==> src/rtl/audio_pkg.sv <==
// Shared definitions for the audio processing path (mic decimator and
// downstream consumers such as the level meter).
//   - DEFAULT_SAMPLE_DEPTH : PCM sample width produced by the decimator
//   - meter_state_t        : level-meter sequencing states
//   - sat_max / sat_min    : saturation limits of a signed N-bit value
package audio_pkg;

    localparam int DEFAULT_SAMPLE_DEPTH = 16;

    typedef enum logic [2:0] {
        ST_IDLE = 3'd0,
        ST_DCB  = 3'd1,
        ST_MAG  = 3'd2,
        ST_ACC  = 3'd3,
        ST_EMIT = 3'd4
    } meter_state_t;

    // Largest value representable in a signed field of 'width' bits.
    function automatic int sat_max(input int width);
        return (1 <<< (width - 1)) - 1;
    endfunction

    // Smallest value representable in a signed field of 'width' bits.
    function automatic int sat_min(input int width);
        return -(1 <<< (width - 1));
    endfunction

endpackage

==> src/rtl/dc_blocker.sv <==
// First-order DC-blocking high-pass. The DC estimate is a leaky integrator
// dc_acc with time constant 2^DC_SHIFT samples; each strobe removes the
// current estimate from x (saturated) and folds x into the estimate.
// Ports:
//   clk, rst  : clock, asynchronous active-high reset
//   i_strobe  : process i_x this cycle
//   i_x       : signed input sample
//   o_y       : signed, saturated, DC-removed sample (registered on strobe)
module dc_blocker
    import audio_pkg::*;
#(
    parameter int SAMPLE_DEPTH = DEFAULT_SAMPLE_DEPTH,
    parameter int DC_SHIFT     = 6
) (
    input  logic                           clk,
    input  logic                           rst,
    input  logic                           i_strobe,
    input  logic signed [SAMPLE_DEPTH-1:0] i_x,
    output logic signed [SAMPLE_DEPTH-1:0] o_y
);

    localparam int AW = SAMPLE_DEPTH + DC_SHIFT;
    localparam logic signed [SAMPLE_DEPTH:0] Y_MAX = (SAMPLE_DEPTH+1)'(sat_max(SAMPLE_DEPTH));
    localparam logic signed [SAMPLE_DEPTH:0] Y_MIN = (SAMPLE_DEPTH+1)'(sat_min(SAMPLE_DEPTH));

    logic signed [AW-1:0]           r_dc_acc;
    logic signed [SAMPLE_DEPTH-1:0] r_y;
    logic signed [SAMPLE_DEPTH-1:0] w_dc;
    logic signed [SAMPLE_DEPTH:0]   w_diff;
    logic signed [SAMPLE_DEPTH-1:0] w_y_sat;

    // The accumulator holds 2^DC_SHIFT times the running mean, so its
    // arithmetic shift is itself a valid SAMPLE_DEPTH-bit sample.
    assign w_dc   = SAMPLE_DEPTH'(r_dc_acc >>> DC_SHIFT);
    assign w_diff = (SAMPLE_DEPTH+1)'(i_x) - (SAMPLE_DEPTH+1)'(w_dc);

    always_comb begin
        w_y_sat = w_diff[SAMPLE_DEPTH-1:0];
        if (w_diff > Y_MAX) begin
            w_y_sat = Y_MAX[SAMPLE_DEPTH-1:0];
        end else if (w_diff < Y_MIN) begin
            w_y_sat = Y_MIN[SAMPLE_DEPTH-1:0];
        end
    end

    always_ff @(posedge clk or posedge rst) begin
        if (rst) begin
            r_dc_acc <= '0;
            r_y      <= '0;
        end else if (i_strobe) begin
            // Leak uses the unsaturated difference so the estimate converges.
            r_dc_acc <= r_dc_acc + AW'(i_x) - AW'(w_dc);
            r_y      <= w_y_sat;
        end
    end

    assign o_y = r_y;

endmodule

==> src/rtl/audio_level_meter.sv <==
// Sound-level meter: DC block -> rectify -> windowed max-hold, emitting one
// level per WINDOW samples plus a peak value that is held for HOLD_WINDOWS
// windows and then decays. One sample is processed per IDLE->DCB->MAG->ACC
// (->EMIT) pass; samples arriving while busy are dropped and flagged.
// Ports:
//   clk, rst    : clock, asynchronous active-high reset
//   audio       : signed PCM sample, qualified by audio_valid
//   level       : most recent window level (top LEVEL_WIDTH magnitude bits)
//   level_valid : one-cycle pulse when level/peak update
//   peak        : peak-hold/decay value
//   overrun     : sticky, a sample arrived while the pipeline was busy
module audio_level_meter
    import audio_pkg::*;
#(
    parameter int SAMPLE_DEPTH = DEFAULT_SAMPLE_DEPTH,
    parameter int LEVEL_WIDTH  = 8,
    parameter int DC_SHIFT     = 6,
    parameter int WINDOW       = 256,
    parameter int HOLD_WINDOWS = 4,
    parameter int DECAY_SHIFT  = 4
) (
    input  logic                           clk,
    input  logic                           rst,
    input  logic signed [SAMPLE_DEPTH-1:0] audio,
    input  logic                           audio_valid,
    output logic [LEVEL_WIDTH-1:0]         level,
    output logic                           level_valid,
    output logic [LEVEL_WIDTH-1:0]         peak,
    output logic                           overrun
);

    localparam int MW = SAMPLE_DEPTH - 1;
    localparam int CW = $clog2(WINDOW);
    localparam int HW = (HOLD_WINDOWS > 0) ? $clog2(HOLD_WINDOWS + 1) : 1;
    localparam logic signed [SAMPLE_DEPTH-1:0] Y_MIN = SAMPLE_DEPTH'(sat_min(SAMPLE_DEPTH));

    meter_state_t                   r_state;
    meter_state_t                   w_state_next;
    logic signed [SAMPLE_DEPTH-1:0] r_x;
    logic signed [SAMPLE_DEPTH-1:0] w_y;
    logic [MW-1:0]                  w_mag;
    logic [MW-1:0]                  r_mag;
    logic [MW-1:0]                  r_win_max;
    logic [CW-1:0]                  r_win_count;
    logic [LEVEL_WIDTH-1:0]         r_level;
    logic                           r_level_valid;
    logic [LEVEL_WIDTH-1:0]         r_peak;
    logic [HW-1:0]                  r_hold_cnt;
    logic                           r_overrun;

    logic w_capture, w_dcb_stb, w_mag_stb, w_acc_stb, w_emit_stb, w_drop;
    logic w_win_last;
    logic [LEVEL_WIDTH-1:0] w_level_new, w_decay, w_step, w_peak_next;
    logic [HW-1:0]          w_hold_next;

    assign w_win_last = (r_win_count == CW'(WINDOW - 1));

    // State register
    always_ff @(posedge clk or posedge rst) begin
        if (rst) begin
            r_state <= ST_IDLE;
        end else begin
            r_state <= w_state_next;
        end
    end

    // Next-state logic
    always_comb begin
        w_state_next = r_state;
        unique case (r_state)
            ST_IDLE: if (audio_valid) w_state_next = ST_DCB;
            ST_DCB:  w_state_next = ST_MAG;
            ST_MAG:  w_state_next = ST_ACC;
            ST_ACC:  w_state_next = w_win_last ? ST_EMIT : ST_IDLE;
            ST_EMIT: w_state_next = ST_IDLE;
            default: w_state_next = ST_IDLE;
        endcase
    end

    // State-decoded strobes
    always_comb begin
        w_capture  = (r_state == ST_IDLE) && audio_valid;
        w_dcb_stb  = (r_state == ST_DCB);
        w_mag_stb  = (r_state == ST_MAG);
        w_acc_stb  = (r_state == ST_ACC);
        w_emit_stb = (r_state == ST_EMIT);
        w_drop     = (r_state != ST_IDLE) && audio_valid;
    end

    dc_blocker #(
        .SAMPLE_DEPTH (SAMPLE_DEPTH),
        .DC_SHIFT     (DC_SHIFT)
    ) u_dc_blocker (
        .clk      (clk),
        .rst      (rst),
        .i_strobe (w_dcb_stb),
        .i_x      (r_x),
        .o_y      (w_y)
    );

    // |y| fits MW bits for every y except the most negative, which clamps.
    assign w_mag = (w_y == Y_MIN) ? {MW{1'b1}}
                                  : MW'(w_y[SAMPLE_DEPTH-1] ? -w_y : w_y);

    // Peak tracker, evaluated against the level being emitted.
    assign w_level_new = r_win_max[MW-1 -: LEVEL_WIDTH];
    assign w_decay     = r_peak >> DECAY_SHIFT;
    assign w_step      = (w_decay == '0) ? LEVEL_WIDTH'(1) : w_decay;

    always_comb begin
        w_peak_next = r_peak;
        w_hold_next = r_hold_cnt;
        if (w_level_new >= r_peak) begin
            w_peak_next = w_level_new;
            w_hold_next = HW'(HOLD_WINDOWS);
        end else if (r_hold_cnt != '0) begin
            w_hold_next = r_hold_cnt - HW'(1);
        end else begin
            // level < peak here, so peak is non-zero and step <= peak.
            w_peak_next = r_peak - w_step;
        end
    end

    always_ff @(posedge clk or posedge rst) begin
        if (rst) begin
            r_x           <= '0;
            r_mag         <= '0;
            r_win_max     <= '0;
            r_win_count   <= '0;
            r_level       <= '0;
            r_level_valid <= 1'b0;
            r_peak        <= '0;
            r_hold_cnt    <= '0;
            r_overrun     <= 1'b0;
        end else begin
            r_level_valid <= w_emit_stb;
            if (w_capture) begin
                r_x <= audio;
            end
            if (w_mag_stb) begin
                r_mag <= w_mag;
            end
            if (w_acc_stb) begin
                if (r_mag > r_win_max) begin
                    r_win_max <= r_mag;
                end
                if (!w_win_last) begin
                    r_win_count <= r_win_count + CW'(1);
                end
            end
            if (w_emit_stb) begin
                r_level     <= w_level_new;
                r_peak      <= w_peak_next;
                r_hold_cnt  <= w_hold_next;
                r_win_max   <= '0;
                r_win_count <= '0;
            end
            if (w_drop) begin
                r_overrun <= 1'b1;
            end
        end
    end

    assign level       = r_level;
    assign level_valid = r_level_valid;
    assign peak        = r_peak;
    assign overrun     = r_overrun;

endmodule

==> config.mk <==
export PLATFORM = sky130hd
export DESIGN_NAME = audio_level_meter
export DESIGN_NICKNAME = d
export VERILOG_FILES = /design/src/rtl/audio_pkg.sv /design/src/rtl/dc_blocker.sv /design/src/rtl/audio_level_meter.sv
export SDC_FILE = /design/constraint.sdc
export NUM_CORES = 1
export LEC_CHECK = 0
export BUFFER_PORTS_ARGS = -buffer_cell sky130_fd_sc_hd__buf_2
export CORE_ASPECT_RATIO = 0.6
export CORE_MARGIN = 1.5
export CORE_UTILIZATION = 40
export CTS_CLUSTER_SIZE = 40
export DETAILED_ROUTE_END_ITERATION = 12
export GPL_TIMING_DRIVEN = 0
export HOLD_SLACK_MARGIN = 0.08
export REMOVE_ABC_BUFFERS = 1
export SYNTH_ARGS = -nofsm -noshare
export SYNTH_HDL_FRONTEND = slang
export SYNTH_SLANG_ARGS = --single-unit
==> constraint.sdc <==
create_clock -name clk -period 5.9 [get_ports clk]
set_clock_uncertainty 0.15 [all_clocks]
set_input_delay 0.885 -clock clk [delete_from_list [all_inputs] [get_ports clk]]
set_output_delay 0.885 -clock clk [all_outputs]
set_load 0.005 [all_outputs]
==> results.py, run 1 <==
metrics = {
    "routing": {
        "num_vias": 6019,
        "wl_met1_um": 10500,
        "drtIter0Drc": 446,
        "avgViaCountPerCell": 4.98,
        "wire_per_inst_um": 14.8,
        "highest_layer": "met4",
        "drc_errors": 0,
        "wl_met3_um": 768,
        "met2_length_um": 6490,
        "routed_wl_um": 17900,
        "antenna_left": 0,
        "first_pass_iters": 7,
    },
    "clocking": {
        "cts_made_buffers": 17,
        "cts_hold_buffers": 0,
        "cts-resized-gates": 0,
        "cts_tree": "done",
        "insertion_delay_ps": 420,
        "cts_max_path_buffers": 2,
        "root_buffer": "clkbuf_16",
        "htreeDepth": 4,
        "cts.sinks": 116,
        "cts_setup_buffers": 0,
        "clkTransAtPathRegs_ps": 50,
    },
    "worst_setup_path": {
        "crit_chain": "inv_1 -> fa_1 -> inv_1 -> ha_1 -> a21oi_1 -> o22ai_1 -> o211ai_1 -> a31oi_1 -> a221oi_1 -> a21oi_1 -> xnor2_1 -> nor2_1 -> xnor2_1",
        "arrival_ps": 3960,
        "slowest_stage": "fa_1",
        "critical_path.startpoint_type": "flip-flop",
        "regToRegSetupSlack_ps": 2090,
        "path_delay_family": "compound AO/OA/AOI/OAI gates",
        "cp.depth": 13,
        "critPathCaptureType": "flip-flop",
        "worstSetupPathType": "reg2reg",
        "crit_fanout": 3,
        "r2r_start": "r_x[1]",
        "cp.required_ps": 6050,
        "r2r-end": "u_dc_blocker.r_dc_acc[21]",
        "r2r_cells": 13,
        "cpPeakStageDelay_ps": 610,
        "crit_buf_inv": 2,
    },
    "placed_design": {
        "place_area_mm2": 0.00858,
        "pre_cts_ws_ps": 2150,
        "hpwl_um": 13400,
        "portBuffers": 36,
        "place_congestion": 0.836,
    },
    "logic_synthesis": {
        "synth_top_area_share": 0.358,
        "yosysWarnings": 0,
        "synthCells": 894,
        "synth_area_mm2": 0.00810,
        "seq_area_frac_synth": 0.358,
        "synth_cell_type_count": 62,
        "synth_edf_count": 0,
        "synth_ff_type": "dfrtp_1",
        "postSynthAreaPerCell_um2": 9.06,
        "netlist_top_cells_count": "117 x inv_1, 116 x dfrtp_1, 83 x nand2_1, 76 x o21ai_0, 69 x ha_1",
        "yosys.area.top_type": "dfrtp_1",
        "synth_area_leaders": "dfrtp_1 36%, ha_1 11%, fa_1 5.7%",
        "synth_async_sr_flop_share": 1.00,
        "yosysMostFrequentCell": "inv_1",
        "yosys_register_bits": 116,
    },
    "hold_path": {
        "hold_depth": 1,
        "min_to": "overrun",
        "min_from": "overrun",
        "hp-class": "reg2reg",
    },
    "finish": {
        "drive_gt1_frac": 0.115,
        "syn2layout_area_growth_pct": 13.3,
        "n_fill_cell": 1967,
        "final_core_utilization": 0.461,
        "n_antenna_cell": 0,
        "nets": 1034,
        "final_area_mm2": 0.00917,
    },
    "floorplan": {
        "die_x_um": 187,
        "placeableCoreArea_mm2": 0.0199,
        "start_util": 0.407,
        "num_rows": 40,
        "die_area_mm2": 0.0211,
        "num_io_pins": 37,
        "die_height_um": 113,
    },
    "sta": {
        "fin_crit_sh": 0.646,
        "max_freq_mhz": 262,
        "slew_headroom": 0.221,
        "setup-tns-final_ps": 0,
        "setup_violations": 0,
        "rsz0062_at_grt": "false",
        "drv_slew": 0,
        "hold_viol_final": 0,
        "tightest_slew_ps": 1160,
        "setup_slack_ps": 2090,
        "period_needed_ps": 3810,
    },
    "global_route": {
        "grtUsageTotal": 0.180,
        "first_global_vias": 5787,
        "grt_pass1_wl_um": 30200,
        "grt_overflow": 0,
        "antenna_found_initial": 0,
        "grt_max_degree": 71,
    },
    "outcome": {
        "outcome": "finished, final reports clean",
    },
    "run": {
        "maxCapViolCount": 0,
    },
}
[worst max-delay path by stage]
| stage | start | to | slack [ps] |
|---|---|---|---|
| after floorplan | rst | level[0] | 1790 |
| after global placement | audio_valid | r_x[5] | 20 |
| after detailed placement | r_x[2] | u_dc_blocker.r_dc_acc[20] | 2150 |
| after CTS | r_x[2] | u_dc_blocker.r_dc_acc[20] | 2110 |
| after global routing | r_x[1] | u_dc_blocker.r_dc_acc[21] | 1830 |
| final | r_x[1] | u_dc_blocker.r_dc_acc[21] | 2090 |
[layer usage]
layer  vias to the layer above  track usage
met3                         9       0.0403
met1                      2802        0.297
li1                       3100            -
met5                         -            0
met4                         0       0.0414
met2                       108        0.226
[metrics by stage]
step                hold slack [ps]  instances
floorplan                       300        863
global placement                299       1172
detailed placement              303       1177
CTS                             326       1209
global route                    345       1209
finish                          320       1209
[cells by family (layout without fill, tap and decap cells)]
group | after synthesis | after routing | share of synthesized area
compound gates | 209 | 209 | 0.166
xor+xnor | 50 | 50 | 0.0541
fa+ha+maj | 105 | 105 | 0.180
buf+inv | 149 | 191 | 0.0692
flops | 116 | 116 | 0.358
mux | 27 | 27 | 0.0361
simple gates | 238 | 238 | 0.136
[final cells by class]
| cell class | instances | area, µm² | share of cell area |
|---|---|---|---|
| clock inverters | 9 | 101 | 0.0110 |
| multi-input cells | 629 | 4650 | 0.507 |
| clock buffers | 23 | 488 | 0.0532 |
| well taps | 273 | 342 | 0.0372 |
| repair buffers | 41 | 241 | 0.0263 |
| inverters | 118 | 448 | 0.0488 |
| flip-flops and latches | 116 | 2900 | 0.316 |
[state kept, by name (all words and copies together) (netlist names)]
signal and flops:
r_hold_cnt 3, r_x 16, u_dc_blocker.o_y 16, r_win_count 8, r_state 3, u_dc_blocker.r_dc_acc 22
overrun 1, r_win_max 15, r_mag 15, peak 8, level_valid 1, level 8
[cells in the final DEF, fill, tap and decap left out, drive strengths merged, types with 3 or more instances in the layout]
master	netlist	final
nand2	83	83
o21ai	78	78
a22oi	3	3
ha	69	69
nand3b	4	4
and3	9	9
o31a	4	4
o2bb2ai	5	5
nand3	11	11
maj3	13	13
nor3	12	12
mux2i	9	9
xor2	31	31
nand4	6	6
dfrtp	116	116
clkbuf	28	23
nor2b	13	13
buf	3	41
nand2b	10	10
nor2	67	67
fa	23	23
or2	3	3
clkinv	1	7
or3	6	6
inv	117	117
mux2	18	18
o31ai	13	13
a21oi	45	45
a31oi	4	4
nor4	5	5
a211oi	4	4
xnor2	19	19
a21o	22	22
o21a	11	11
Power of run 1 is left out: the tool's default activity adds up to more than one toggle a clock period on the data nets, which glitch-free logic cannot reach.
==> run 2, diff against run 1 <==
Clock period 5.9 ns to 3.9 ns, I/O delays scaled along.
==> run 2 against run 1 <==
Against the previous run:
- final area is 0.26% higher
- die area did not move
- global-route usage is the same
- critical path depth unchanged
- count of clock-buffer cells in the layout is the same
- setup slack got worse by 1900 ps
- core utilization increased by 0.12 points
- first-iteration DRC count shrank 0.67%
- sequential share of layout area is 0.082 points lower
- via count is essentially flat
- final cell count stayed put
- highest routed layer unchanged
==> results.py, run 2 (synthesized netlist as in run 1, its figures left out) <==
metrics = {
    "outcome": {
        "outcome": "finished, final reports clean",
    },
    "clocking": {
        "htreeDepth": 4,
        "root_buffer": "clkbuf_16",
        "clkTransAtPathRegs_ps": 60,
        "cts_hold_buffers": 0,
        "cts_made_buffers": 17,
        "cts.sinks": 116,
        "cts_max_path_buffers": 2,
        "insertion_delay_ps": 420,
        "cts_tree": "done",
    },
    "finish": {
        "nets": 1034,
        "layout_common_cells": "116 x inv_1, 116 x dfrtp_1, 83 x nand2_1",
        "drive_gt1_frac": 0.120,
        "top_register": "u_dc_blocker.r_dc_acc",
        "final_area_mm2": 0.00920,
        "final_core_utilization": 0.462,
        "syn2layout_area_growth_pct": 13.5,
        "largest_reg_flops": 22,
        "n_antenna_cell": 0,
        "n_fill_cell": 1963,
    },
    "worst_setup_path": {
        "crit_fanout": 4,
        "regToRegSetupSlack_ps": 190,
        "r2r-end": "u_dc_blocker.r_dc_acc[20]",
        "r2r_start": "r_x[2]",
        "critPathCaptureType": "flip-flop",
        "r2r_cells": 13,
        "critical_path.startpoint_type": "flip-flop",
        "worstSetupPathType": "reg2reg",
        "cp.required_ps": 4010,
        "arrival_ps": 3820,
    },
    "floorplan": {
        "num_io_pins": 37,
        "die_area_mm2": 0.0211,
        "die_height_um": 113,
        "start_util": 0.407,
        "num_rows": 40,
        "placeableCoreArea_mm2": 0.0199,
        "die_x_um": 187,
    },
    "sta": {
        "drv_slew": 0,
        "setup_slack_ps": 191,
        "setup_violations": 0,
        "fin_crit_sh": 0.951,
        "max_freq_mhz": 270,
        "slew_headroom": 0.202,
        "period_needed_ps": 3710,
        "hold_viol_final": 0,
        "tightest_slew_ps": 1190,
    },
    "placed_design": {
        "hpwl_um": 13400,
        "place_area_mm2": 0.00858,
        "portBuffers": 36,
        "place_congestion": 0.836,
        "pre_cts_ws_ps": 147,
    },
    "global_route": {
        "antenna_found_initial": 0,
        "first_global_vias": 5787,
        "grt_pass1_wl_um": 30200,
        "grt_max_degree": 71,
        "grtUsageTotal": 0.180,
        "grt_overflow": 0,
    },
    "routing": {
        "num_vias": 6024,
        "wl_met1_um": 10600,
        "highest_layer": "met4",
        "antenna_left": 0,
        "drc_errors": 0,
        "wire_per_inst_um": 14.8,
        "wl_met3_um": 646,
        "drtIter0Drc": 443,
        "met2_length_um": 6550,
        "first_pass_iters": 7,
        "routed_wl_um": 17900,
        "avgViaCountPerCell": 4.98,
    },
    "run": {
        "maxCapViolCount": 0,
    },
    "hold_path": {
        "hp-class": "in2async",
    },
}
[run 2: worst max path at each step]
| stage | startpoint | endpoint | slack (ps) | cells past startpoint |
|---|---|---|---|---|
| floorplan | rst | level[0] | 90 | 1 |
| global placement | audio_valid | r_x[5] | -1680 | 3 |
| detailed placement | r_x[2] | u_dc_blocker.r_dc_acc[20] | 150 | 13 |
| CTS | r_x[2] | u_dc_blocker.r_dc_acc[20] | 110 | 13 |
| global route | r_x[1] | u_dc_blocker.r_dc_acc[20] | -10 | 12 |
| finish | r_x[2] | u_dc_blocker.r_dc_acc[20] | 190 | 13 |
[run 2: cell type report]
type,instances,area [µm²],share of cell area
Timing Repair Buffer,41,241,0.0263
Inverter,118,448,0.0487
Sequential cell,116,2900,0.316
Clock buffer,23,488,0.0531
Clock inverter,9,101,0.0110
Multi-Input combinational cell,629,4670,0.508
Tap cell,273,342,0.0371
[run 2: per-stage QoR]
stage	hold slack [ps]	TNS (ps)	instances
after global routing	152	-9.74	1209
after detailed placement	303	0	1177
final	111	0	1209
after global placement	299	-208190	1172
after floorplan	300	0	863
after CTS	142	0	1209
[run 2: worst max-delay path, cell delays in order (launching register included)]
cell and delay, ps:
dfrtp_1 380, inv_1 80, fa_1 540, inv_1 40, ha_1 330, nor2b_1 160
o31a_1 280, o2111a_1 270, o2111ai_1 420, a31oi_2 220, a211oi_2 300, a211oi_1 140
xnor2_1 140, o21ai_0 80
[run 2: timing repair]
| action | in CTS | in global routing |
|---|---|---|
| setup endpoints to repair | 0 | 4 |
| resized for setup | 0 | 5 |
| buffers inserted | 0 | 0 |
[run 2: routing by layer]
metal  up-vias  track usage
met3         8       0.0403
met4         0       0.0414
li1       3102            -
met1      2838        0.297
met5         -            0
met2        76        0.226
Power of run 2 is left out for the same reason.
